**src/rtl/pmp_seq_pkg.sv**
```systemverilog
// Package: pmp_seq_pkg
// Shared types for the sequential PMP checker: privilege/access encodings,
// the pmpcfg layout, the checker FSM states, the response record, the
// last-hit cache tag, and the allow/deny decision function.
package pmp_seq_pkg;

  // Minimal core configuration. A non-zero NrPMPEntries narrows the scan to
  // the entries the core actually implements; zero means "use NR_ENTRIES".
  typedef struct packed {
    logic [7:0] NrPMPEntries;
  } cva6_cfg_t;

  localparam cva6_cfg_t CVA6_CFG_EMPTY = '0;

  // Access bits {x, w, r}
  typedef logic [2:0] pmp_access_t;
  localparam pmp_access_t ACCESS_NONE  = 3'b000;
  localparam pmp_access_t ACCESS_READ  = 3'b001;
  localparam pmp_access_t ACCESS_WRITE = 3'b010;
  localparam pmp_access_t ACCESS_EXEC  = 3'b100;

  typedef logic [1:0] priv_lvl_t;
  localparam priv_lvl_t PRIV_LVL_U = 2'b00;
  localparam priv_lvl_t PRIV_LVL_S = 2'b01;
  localparam priv_lvl_t PRIV_LVL_M = 2'b11;

  typedef enum logic [1:0] {
    PMP_OFF   = 2'b00,
    PMP_TOR   = 2'b01,
    PMP_NA4   = 2'b10,
    PMP_NAPOT = 2'b11
  } pmp_addr_mode_t;

  typedef struct packed {
    logic           locked;
    logic [1:0]     reserved;
    pmp_addr_mode_t addr_mode;
    pmp_access_t    access;
  } pmpcfg_t;

  typedef enum logic [1:0] {
    IDLE,
    SCAN,
    RESP
  } state_e;

  // Widths sized for the largest supported build (64 entries, PLEN 64).
  localparam int unsigned IDX_MAX_W  = 6;
  localparam int unsigned TAG_ADDR_W = 62;

  typedef struct packed {
    logic                 allow;
    logic                 hit;
    logic [IDX_MAX_W-1:0] idx;
  } pmp_seq_rsp_t;

  typedef struct packed {
    logic [TAG_ADDR_W-1:0] addr;
    pmp_access_t           access;
    priv_lvl_t             priv;
  } pmp_seq_tag_t;

  function automatic logic pmp_allow(input pmpcfg_t cfg, input pmp_access_t access,
                                     input priv_lvl_t priv, input logic hit);
    logic allow;
    if (hit) begin
      if ((priv == PRIV_LVL_M) && !cfg.locked) allow = 1'b1;
      else                                     allow = ((cfg.access & access) == access);
    end else begin
      allow = (priv == PRIV_LVL_M);
    end
    return allow;
  endfunction

endpackage

```
**src/rtl/pmp_entry.sv**
```systemverilog
// Module: pmp_entry
// Single PMP region address matcher (OFF / TOR / NA4 / NAPOT).
// Ports:
//   addr_i            physical byte address
//   conf_addr_i       pmpaddr of this entry (word address, addr >> 2)
//   conf_addr_prev_i  pmpaddr of the previous entry (TOR lower bound)
//   conf_addr_mode_i  address matching mode
//   match_o           1 when addr_i falls inside the region
module pmp_entry
  import pmp_seq_pkg::*;
#(
  parameter int unsigned PLEN    = 56,
  parameter int unsigned PMP_LEN = 54
) (
  input  logic [PLEN-1:0]    addr_i,
  input  logic [PMP_LEN-1:0] conf_addr_i,
  input  logic [PMP_LEN-1:0] conf_addr_prev_i,
  input  pmp_addr_mode_t     conf_addr_mode_i,
  output logic               match_o
);

  localparam int unsigned WordW = PLEN - 2;

  logic [WordW-1:0] word;
  logic [WordW-1:0] base_w;
  logic [WordW-1:0] prev_w;
  logic [WordW-1:0] napot_mask;
  logic             unused_byte_bits;

  // All region bounds are 4-byte aligned, so comparing word addresses is
  // equivalent to comparing byte addresses.
  assign word             = addr_i[PLEN-1:2];
  assign base_w           = WordW'(conf_addr_i);
  assign prev_w           = WordW'(conf_addr_prev_i);
  assign unused_byte_bits = ^addr_i[1:0];

  // x ^ (x + 1) sets exactly the trailing-ones run plus the first zero,
  // i.e. the don't-care bits of a NAPOT region.
  assign napot_mask = ~(base_w ^ (base_w + 1'b1));

  always_comb begin
    match_o = 1'b0;
    case (conf_addr_mode_i)
      PMP_TOR:   match_o = (word >= prev_w) && (word < base_w);
      PMP_NA4:   match_o = (word == base_w);
      PMP_NAPOT: match_o = ((word & napot_mask) == (base_w & napot_mask));
      default:   match_o = 1'b0;
    endcase
  end

endmodule

```
**config.mk**
```make
export PLATFORM = sky130hd
export DESIGN_NAME = pmp_entry
export DESIGN_NICKNAME = d
export VERILOG_FILES = /design/src/rtl/pmp_seq_pkg.sv /design/src/rtl/pmp_entry.sv
export SDC_FILE = /design/constraint.sdc
export NUM_CORES = 1
export LEC_CHECK = 0
export CORE_AREA = 8 8 130 132
export DETAILED_ROUTE_END_ITERATION = 12
export DIE_AREA = 0 0 138 140
export DONT_BUFFER_PORTS = 1
export PLACE_DENSITY = 0.6
export SETUP_SLACK_MARGIN = 0.3
export SLEW_MARGIN = 40
export SYNTH_ARGS = -nofsm -noshare
export SYNTH_HDL_FRONTEND = slang
export SYNTH_SLANG_ARGS = --single-unit
export TNS_END_PERCENT = 5
```
**constraint.sdc**
```tcl
create_clock -name vclk -period 4.9
set_input_delay 0.49 -clock vclk [all_inputs]
set_output_delay 0.49 -clock vclk [all_outputs]
set_load 0.05 [all_outputs]
```
# [Word level (Yosys, flattened, before mapping)]
# Index checks and enable logic that the tools add are counted.
# W data, S select, Z words.
[totals] in_bits=166 elab_cells=14 out_inout_bits=1 ff_bits=0
[classes] muxes=1 eq_ne=5 add_sub_neg=1 reduce_logical=1 n_lt_le_gt_ge=2 n_bitwise=4
[ops] operator="$and A54 B54 Y54" count=2
[ops] operator="$eq A54 B54 Y1" count=2
[ops] operator="$add A54 B1 Y54 const B" count=1
[ops] operator="$ge A54 B54 Y1" count=1
[ops] operator="$lt A54 B54 Y1" count=1
[ops] operator="$not A54 Y54" count=1
[ops] operator="$xor A54 B54 Y54" count=1
[ops] operator="$eq A2 B2 Y1 const B" count=2
[ops] operator="$pmux W1 S3" count=1
[ops] operator="$eq A2 B1 Y1 const B" count=1
[ops] operator="$logic_and A1 B1 Y1" count=1

# [Logic depth before layout (Yosys ltp)]
# Gate-level depths: netlist (run 1).
[depth] ltp_word=6 ltp_mapped=17 ltp_nobuf=17

# [Worst setup path before layout (run 1)]
# OpenSTA, ideal clock, no wires.
[synth_path] kind="in2out" from="input conf_addr_i[25]" to="output match_o" slack_ps=151 cell_stages=17 t_arrival_ps=4259 t_required_ps=4410 path_cell_list="and3_1 > and3_4 > nand4_4 > or3_4 > or3_4 > nor2_4 > and3_4 > nand3_1 > ha_1 > xor2_1 > nand2_1 > xnor2_1 > nor4_1 > nand4_1 > nor4_1 > a41oi_1 > a21oi_1"
[synth_between] elab_chain_cells=6
[synth_lines] item="start, declared" line_no="pmp_entry.sv:16" rtl="input logic [PMP_LEN-1:0] conf_addr_i,"
[synth_lines] item="$add A54 B1 Y54" line_no="pmp_entry.sv:39" rtl="assign napot_mask = ~(base_w ^ (base_w + 1'b1));"
[synth_lines] item="$xor A54 B54 Y54" line_no="pmp_entry.sv:39"
[synth_lines] item="$not A54 Y54" line_no="pmp_entry.sv:39"
[synth_lines] item="$and A54 B54 Y54" line_no="pmp_entry.sv:46" rtl="PMP_NAPOT: match_o = ((word & napot_mask) == (base_w & napot_mask));"
[synth_lines] item="$eq A54 B54 Y1" line_no="pmp_entry.sv:46"
[synth_lines] item="$pmux W1 S3 (*)" line_no="pmp_entry.sv:43" rtl="case (conf_addr_mode_i)"
[synth_lines] item="end, declared" line_no="pmp_entry.sv:19" rtl="output logic match_o"
# Mark *: on every way between the ends. The rest lies on a longest branch, timed or not.

# [Final worst setup path (run 1)]
# Ends and elaborated chain as after synthesis.

==> flow_metrics.py, run 1 <==
metrics = {
    "yosys": {
        "yosysTopAreaCellShare_pct": 39.82,
        "netlist_area_um2": 5090,
        "yosysWarningCount": 0,
        "avgSynthCellArea_um2": 7.366,
        "synth-seq-area-share_pct": 0,
        "syn_nets": 1019,
        "synth.distinct_cells": 37,
        "synth_cells": 691,
        "netlist_top_cells_area": "ha_1 40%, xor2_1 9.3%, xnor2_1 8.9%, inv_1 8.7%, nand2_1 6.1%",
        "synth_top_area_cell": "ha_1",
    },
    "layout": {
        "final_layout_size_suffix_gt1_share_pct": 4.435,
        "clkbuf_count": 0,
        "fin_nets": 1029,
        "mostFrequentLayoutCells": "160 x ha_1, 117 x inv_1, 82 x nand2_1",
        "final_common_cell": "ha_1",
        "seq_cells": 0,
        "fillers": 1603,
        "area_delta_synth_final_pct": 8.309,
        "register_area_um2": 0,
        "diodes": 0,
    },
    "setup_path": {
        "end_kind": "output pin",
        "cp-endpoint": "match_o",
        "crit_start": "conf_addr_i[25]",
        "path_delay_family": "simple AND/OR/NAND/NOR gates",
        "slowest_stage": "or3_4",
        "max_stage_delay_ns": 0.36,
        "path_depth": 19,
        "cp-start-kind": "input port",
        "path_buf_inv": 3,
        "path_cells": "and3_4 -> and3_4 -> nand4_4 -> or3_4 -> or3_4 -> nor2_4 -> and3_4 -> buf_6 -> inv_2 -> ha_4 -> xor2_1 -> nand2_1 -> xnor2_2 -> nor4_2 -> nand4_1 -> nor4_2 -> a41oi_1 -> a21oi_2 -> buf_6",
        "crit_arrival_ns": 3.92,
        "cpMostUsedCell": "and3_4",
        "path_class": "in -> out",
        "required_ns": 4.41,
        "worstPathMaxFanout": 4,
    },
    "drt": {
        "avgRoutedWirePerCell_um": 17.51,
        "drtIter0Drc": 96,
        "ant_nets": 0,
        "drc_errors": 0,
        "wl_mm": 15.53,
        "dr.pass1.iters": 6,
        "dr_total_vias": 4630,
        "viasPerCell": 5.220,
    },
    "timing": {
        "finalCritPeriodShare_pct": 90.04,
        "setup_tns_ns": 0,
        "period_needed_ns": 4.412,
        "worst_pin_slew_ns": 0.7196,
        "fmax_mhz": 226.6,
        "slew-limit-headroom_pct": 51.59,
        "fin_hold_ws_ns": 1.281,
        "hold_violations": 0,
        "rsz0062_at_grt": "yes",
        "slew_viol_final": 0,
        "setup_viol": 0,
    },
    "power": {
        "power_mw": 0.3717,
        "power_density_nw_per_um2": 67.42,
        "vdd_drop_max_mv": 0.02622,
        "p_leak_nw": 2.779,
    },
    "global_route": {
        "grt_pass1_vias": 4605,
        "track_usage_pct": 15.10,
        "globalRouteOverflowTotal": 0,
        "grt_pass1_wl_mm": 24.15,
        "antenna_found_initial": 0,
        "grt_max_degree": 8,
    },
    "clocking": {
        "holdBufCountCts": 0,
    },
    "run": {
        "maxCapViolations": 0,
    },
    "die": {
        "rows": 45,
        "core_area_um2": 14860,
        "fp.dieArea_um2": 19320,
        "start_util_pct": 34.24,
        "die_h_um": 140,
        "die_w_um": 138,
        "ios": 167,
    },
    "placed_design": {
        "port_buffers": 0,
        "place_hpwl_mm": 14.49,
        "gp_congestion": 0.8677,
    },
    "outcome": {
        "status": "finished clean",
    },
    "worst_hold_path": {
        "hold_class": "in -> out",
    },
}
==> how the worst min path moves through the flow <==
stage	start	to	cells past startpoint
after floorplan	conf_addr_mode_i[0]	match_o	2
after global placement	conf_addr_mode_i[0]	match_o	3
after global routing	conf_addr_mode_i[0]	match_o	3
final	conf_addr_mode_i[0]	match_o	3
after CTS	conf_addr_mode_i[0]	match_o	3
after detailed placement	conf_addr_mode_i[0]	match_o	3
==> cells in the mapped netlist, types with 14 or more instances <==
cell and count:
xnor2_1 52, xor2_1 54, a21o_1 22, a21oi_1 33, nand2_1 83, o21ai_0 14, nor4_1 19, nand4_1 39
ha_1 162, inv_1 118, nand3_1 20, nor2_1 15
==> per-stage QoR <==
stage                     worst slack [ns]  utilization, %  cells  instance area [um^2]
after floorplan                     0.4369               -    691                  5094
after global placement              0.2788           36.05    883                  5359
after detailed placement            0.2460           36.06    883                  5360
after CTS                           0.3178           36.13    883                  5370
after global routing                0.2268           37.09    887                  5513
final                               0.4879           37.09    887                  5513
==> power breakdown <==
group          internal [mW]  switching (mW)  total (mW)
Combinational          0.178           0.194       0.372
Clock                      0               0           0
Sequential                 0               0           0
Total                  0.178           0.194       0.372
==> routing by layer <==
metal	up-vias	global-route usage, %	part of all wire, %
met3	4	5.646	9.5
met2	112	27.18	47
met4	0	0.4577	0.35
met1	2079	17.45	43
li1	2435	-	-
met5	-	0	0
==> what timing repair did <==
action / in CTS / in global routing
gates resized for setup: 2 / 20
buffers inserted: 0 / 4
setup endpoints to repair: 1 / 1
pin swaps: 3 / 22
==> worst min-delay path, cell delays in order <==
cell and delay (ns):
nor2_1 0.10, a21oi_2 0.05, buf_6 0.15
==> final cells by class <==
| type | count | area [um^2] | share of cell area [%] |
|---|---|---|---|
| inverters | 118 | 442.9 | 8.034 |
| repair buffers | 8 | 67.56 | 1.226 |
| multi-input cells | 573 | 4767 | 86.47 |
| well taps | 188 | 235.2 | 4.267 |
==> cells by family after synthesis <==
family	Yosys count	synth area share, %
xor gates and xnor gates	106	18.24
and+or+nand+nor	216	22.17
AOI/OAI and AO/OA	89	11.06
buffers and inverters	118	8.702
adders and majority gates	162	39.82
Note: power is estimated with default switching activity, not from simulation.
==> run 2, diff against run 1 <==
--- a/config.mk
+++ b/config.mk
@@ -5,11 +5,13 @@
 export SDC_FILE = /design/constraint.sdc
 export NUM_CORES = 1
 export LEC_CHECK = 0
+export ABC_AREA = 0
 export CORE_AREA = 8 8 130 132
 export DETAILED_ROUTE_END_ITERATION = 12
 export DIE_AREA = 0 0 138 140
 export DONT_BUFFER_PORTS = 1
 export PLACE_DENSITY = 0.6
+export REMOVE_ABC_BUFFERS = 1
 export SETUP_SLACK_MARGIN = 0.3
 export SLEW_MARGIN = 40
 export SYNTH_ARGS = -nofsm -noshare
==> run 2 against run 1 <==
Power decreased by 1.1%. Sequential share of layout area unchanged. First-iteration DRC count grew 39%. Non-clock buffer count is 2 higher. Worst setup slack worse by 0.099 ns. Cell count is 0.23% higher. Die area unchanged. Worst hold slack gained 0.048 ns. Global-route usage shrank 0.18 points. Sequential cell count is the same. Routed wire length down 1.5%. Clock-buffer cell count stayed put. Critical endpoint unchanged. Largest cell class unchanged. Largest power group unchanged.
==> flow_metrics.py, run 2 (same netlist as run 1, synthesis figures left out) <==
metrics = {
    "layout": {
        "clkbuf_count": 0,
        "fillers": 1645,
        "final_common_cell": "ha_1",
        "diodes": 0,
        "mostFrequentLayoutCells": "161 x ha_1, 118 x inv_1, 83 x nand2_1",
        "fin_cells": 889,
        "fin_nets": 1031,
        "seq_cells": 0,
        "final_layout_size_suffix_gt1_share_pct": 4.137,
        "multi_input_area_um2": 4741,
        "register_area_um2": 0,
        "area_delta_synth_final_pct": 8.014,
    },
    "die": {
        "die_h_um": 140,
        "die_w_um": 138,
        "start_util_pct": 34.24,
        "rows": 45,
        "ios": 167,
        "fp.dieArea_um2": 19320,
        "core_area_um2": 14860,
    },
    "timing": {
        "setup_viol": 0,
        "slew_viol_final": 0,
        "rsz0062_at_grt": "yes",
        "finalCritPeriodShare_pct": 92.06,
        "fmax_mhz": 221.7,
        "period_needed_ns": 4.511,
        "setup_tns_ns": 0,
        "slew-limit-headroom_pct": 53.04,
        "hold_violations": 0,
        "worst_pin_slew_ns": 0.7026,
    },
    "drt": {
        "drtIter0Drc": 133,
        "ant_nets": 0,
        "dr.pass1.iters": 4,
        "dr_total_vias": 4601,
        "wl_mm": 15.30,
        "drc_errors": 0,
        "viasPerCell": 5.175,
        "avgRoutedWirePerCell_um": 17.21,
    },
    "global_route": {
        "globalRouteOverflowTotal": 0,
        "antenna_found_initial": 0,
        "track_usage_pct": 14.92,
        "grt_pass1_wl_mm": 23.73,
        "grt_pass1_vias": 4532,
        "grt_max_degree": 8,
    },
    "worst_hold_path": {
        "hold_start": "conf_addr_mode_i[0]",
        "min_to": "match_o",
        "hold_depth": 3,
        "hold_class": "in -> out",
    },
    "setup_path": {
        "crit_arrival_ns": 4.02,
        "path_class": "in -> out",
        "slowest_stage": "or3_4",
        "cp-start-kind": "input port",
        "max_stage_delay_ns": 0.44,
        "worstPathMaxFanout": 4,
        "path_cells": "inv_1 -> nor4_4 -> and4_4 -> nand2_1 -> or3_4 -> nor2_4 -> and3_4 -> nand3_4 -> ha_4 -> xor2_1 -> nand2_1 -> xnor2_1 -> nor4_2 -> nand4_1 -> nor4_2 -> a41oi_1 -> a21oi_2 -> buf_6",
        "required_ns": 4.41,
        "end_kind": "output pin",
    },
    "placed_design": {
        "port_buffers": 0,
        "dp_cells": 885,
        "gp_congestion": 0.8691,
        "place_hpwl_mm": 14.46,
    },
    "power": {
        "vdd_drop_max_mv": 0.02981,
        "power_density_nw_per_um2": 66.88,
        "p_leak_nw": 2.759,
    },
    "outcome": {
        "status": "finished clean",
    },
    "run": {
        "maxCapViolations": 0,
    },
    "clocking": {
        "holdBufCountCts": 0,
    },
}
-- run 2: changes by cell type in the layout (fill, tap and decap cells not counted), moves of 2 or more --
cell and change:
nor3_2 +2, xnor2_1 +2, buf_4 +3, nor3_1 -2, xnor2_2 -2
-- run 2: repair_timing --
item,4_1_cts,5_1_grt
resized for setup,4,12
setup endpoints to repair,1,1
setup buffers,0,4
pin swaps,6,16
-- run 2: layout make-up --
type / count / share of cell area (%)
Tap cell: 188 / 4.279
Inverter: 118 / 8.056
Multi-Input combinational cell: 573 / 86.23
Timing Repair Buffer: 10 / 1.434
-- run 2: power by group --
group | internal [mW] | leakage [nW] | switching [mW]
clock network | 0 | 0 | 0
registers | 0 | 0 | 0
logic | 0.177 | 2.76 | 0.191
-- run 2: worst max-delay path, delay by kind of cell --
kind / cells / cell delay (ns)
adder cells (fa/ha/maj): 1 / 0.26
AO/OA/AOI/OAI: 2 / 0.32
buffers and inverters: 2 / 0.24
XOR/XNOR: 2 / 0.27
AND/OR/NAND/NOR: 11 / 2.41
-- run 2: how the worst max path moves through the flow --
| stage | slack, ns | end | startpoint | depth (start not counted) |
|---|---|---|---|---|
| 2_1_floorplan | 0.15 | match_o | conf_addr_i[25] | 17 |
| 3_5_place_dp | 0.12 | match_o | conf_addr_i[25] | 18 |
| 4_1_cts | 0.32 | match_o | conf_addr_i[25] | 18 |
| 6_report | 0.39 | match_o | conf_addr_i[11] | 18 |
| 5_1_grt | 0.13 | match_o | conf_addr_i[11] | 18 |
| 3_3_place_gp | 0.15 | match_o | conf_addr_i[25] | 18 |
-- run 2: stage by stage --
stage	util (%)	power, mW	area [um^2]	setup WS (ns)	hold slack [ns]
finish	36.99	0.3677	5498	0.3892	1.329
detailed placement	36.14	0.3629	5371	0.1235	1.343
floorplan	-	0.2867	5090	0.1514	1.247
CTS	36.27	0.3671	5391	0.3203	1.323
global route	36.99	0.4255	5498	0.1304	1.345
global placement	36.13	0.3587	5370	0.1471	1.325
-- run 2: layer usage --
metal | part of all wire [%] | global-route usage [%] | wire length (um) | vias up
met3 | 8.9 | 5.037 | 1362 | 12
met2 | 47 | 26.18 | 7185 | 116
met1 | 42 | 17.43 | 6491 | 2039
li1 | - | - | - | 2434
met4 | 1.7 | 2.346 | 257 | 0
met5 | 0 | 0 | 0 | -
==> run 3, diff against run 2 <==
--- a/config.mk
+++ b/config.mk
@@ -10,6 +10,7 @@
 export DETAILED_ROUTE_END_ITERATION = 12
 export DIE_AREA = 0 0 138 140
 export DONT_BUFFER_PORTS = 1
+export GPL_TIMING_DRIVEN = 0
 export PLACE_DENSITY = 0.6
 export REMOVE_ABC_BUFFERS = 1
 export SETUP_SLACK_MARGIN = 0.3
==> run 3 against run 2 <==
Utilization fell by 0.41 points. Routed wire length rose by 0.44%. Maximum frequency is 3.2% lower. Sequential cell count is the same. Non-clock buffer count down 8. Critical path depth fell by 1. First-iteration DRC count increased by 71%. Sequential share of layout area stayed put. Die area did not move. Via count is 0.59% lower. Global-route usage increased by 0.29 points. Critical endpoint unchanged. Highest routed layer unchanged.
==> flow_metrics.py, run 3 (same netlist as run 1, synthesis figures left out) <==
metrics = {
    "setup_path": {
        "path_delay_family": "simple AND/OR/NAND/NOR gates",
        "end_kind": "output pin",
        "path_cells": "and3_4 -> and3_4 -> nand4_4 -> or3_4 -> or3_4 -> nor2_4 -> and3_4 -> nand3_1 -> ha_1 -> xor2_1 -> nand2_1 -> xnor2_1 -> nor4_2 -> nand4_1 -> nor4_2 -> a41oi_2 -> a21oi_4",
        "worstPathMaxFanout": 4,
        "max_stage_delay_ns": 0.45,
        "slowest_stage": "a21oi_4",
        "cpMostUsedCell": "and3_4",
        "path_buf_inv": 0,
        "cp-start-kind": "input port",
        "path_class": "in -> out",
        "crit_arrival_ns": 4.17,
        "required_ns": 4.41,
    },
    "timing": {
        "fmax_mhz": 214.5,
        "finalCritPeriodShare_pct": 95.15,
        "rsz0062_at_grt": "yes",
        "hold_violations": 0,
        "worst_pin_slew_ns": 0.7534,
        "setup_tns_ns": 0,
        "period_needed_ns": 4.662,
        "fin_hold_ws_ns": 1.274,
        "setup_viol": 0,
        "slew_viol_final": 0,
        "slew-limit-headroom_pct": 49.64,
    },
    "global_route": {
        "busiest_layer": "met2",
        "grt_max_degree": 8,
        "grt_use_met2_pct": 26.62,
        "grt_pass1_vias": 4621,
        "use_met3_pct": 4.665,
        "antenna_found_initial": 0,
        "track_usage_pct": 15.21,
        "globalRouteOverflowTotal": 0,
        "met1_usage_pct": 18.35,
        "grt_pass1_wl_mm": 24.29,
    },
    "die": {
        "die_w_um": 138,
        "core_area_um2": 14860,
        "rows": 45,
        "die_h_um": 140,
        "start_util_pct": 34.24,
        "ios": 167,
        "fp.dieArea_um2": 19320,
    },
    "drt": {
        "ant_nets": 0,
        "drtIter0Drc": 227,
        "viasPerCell": 5.192,
        "avgRoutedWirePerCell_um": 17.44,
        "dr.pass1.iters": 4,
        "dr_total_vias": 4574,
        "wl_mm": 15.36,
        "drc_errors": 0,
    },
    "worst_hold_path": {
        "hold_class": "in -> out",
        "min_to": "match_o",
        "hold_depth": 2,
        "hold_start": "conf_addr_mode_i[0]",
    },
    "placed_design": {
        "dp_cells": 879,
        "place_hpwl_mm": 14.33,
        "port_buffers": 0,
        "gp_congestion": 0.8937,
    },
    "layout": {
        "clkbuf_count": 0,
        "final_common_cell": "ha_1",
        "multi_input_area_um2": 4743,
        "fin_nets": 1023,
        "seq_cells": 0,
        "diodes": 0,
        "mostFrequentLayoutCells": "162 x ha_1, 118 x inv_1, 83 x nand2_1",
        "fin_cells": 881,
        "final_layout_size_suffix_gt1_share_pct": 3.030,
        "fillers": 1668,
        "register_area_um2": 0,
        "area_delta_synth_final_pct": 6.809,
    },
    "outcome": {
        "status": "finished clean",
    },
    "power": {
        "power_mw": 0.3675,
        "p_leak_nw": 2.732,
        "power_density_nw_per_um2": 67.59,
        "vdd_drop_max_mv": 0.02738,
    },
    "clocking": {
        "holdBufCountCts": 0,
    },
    "run": {
        "maxCapViolations": 0,
    },
}
run 3: worst max path at each step:
stage | startpoint | to | slack (ns) | cells past startpoint
after floorplan | conf_addr_i[25] | match_o | 0.15 | 17
after global placement | conf_addr_i[11] | match_o | -0.60 | 17
after detailed placement | conf_addr_i[25] | match_o | -0.27 | 17
after CTS | conf_addr_i[25] | match_o | 0.30 | 17
after global routing | conf_addr_i[25] | match_o | 0.07 | 17
final | conf_addr_i[25] | match_o | 0.24 | 17
run 3: layout make-up:
cell class                 instances  area share, %
tap                              188          4.327
multi-input combinational        573          87.25
inverter                         118          8.147
timing repair buffer               2         0.2762
run 3: metrics by stage:
stage,utilization [%],cell area [um^2],setup slack [ns]
6_report,36.57,5436,0.2378
5_1_grt,36.57,5436,0.06704
4_1_cts,36.33,5400,0.3029
3_5_place_dp,35.86,5330,-0.2652
3_3_place_gp,35.82,5325,-0.5984
2_1_floorplan,-,5090,0.1514
run 3: power breakdown:
group | total (mW) | internal (mW) | switching (mW)
registers | 0 | 0 | 0
clock network | 0 | 0 | 0
logic | 0.367 | 0.176 | 0.191
total | 0.367 | 0.176 | 0.191
run 3: what timing repair did:
action / in CTS / in global routing
setup endpoints to repair: 1 / 1
pin swaps: 9 / 6
resized for setup: 9 / 6
setup buffers: 2 / 0
run 3: layer usage:
metal / wire length (um) / vias up
met3: 1255 / 8
li1: - / 2412
met2: 7181 / 118
met4: 185 / 0
met1: 6740 / 2036
met5: 0 / -
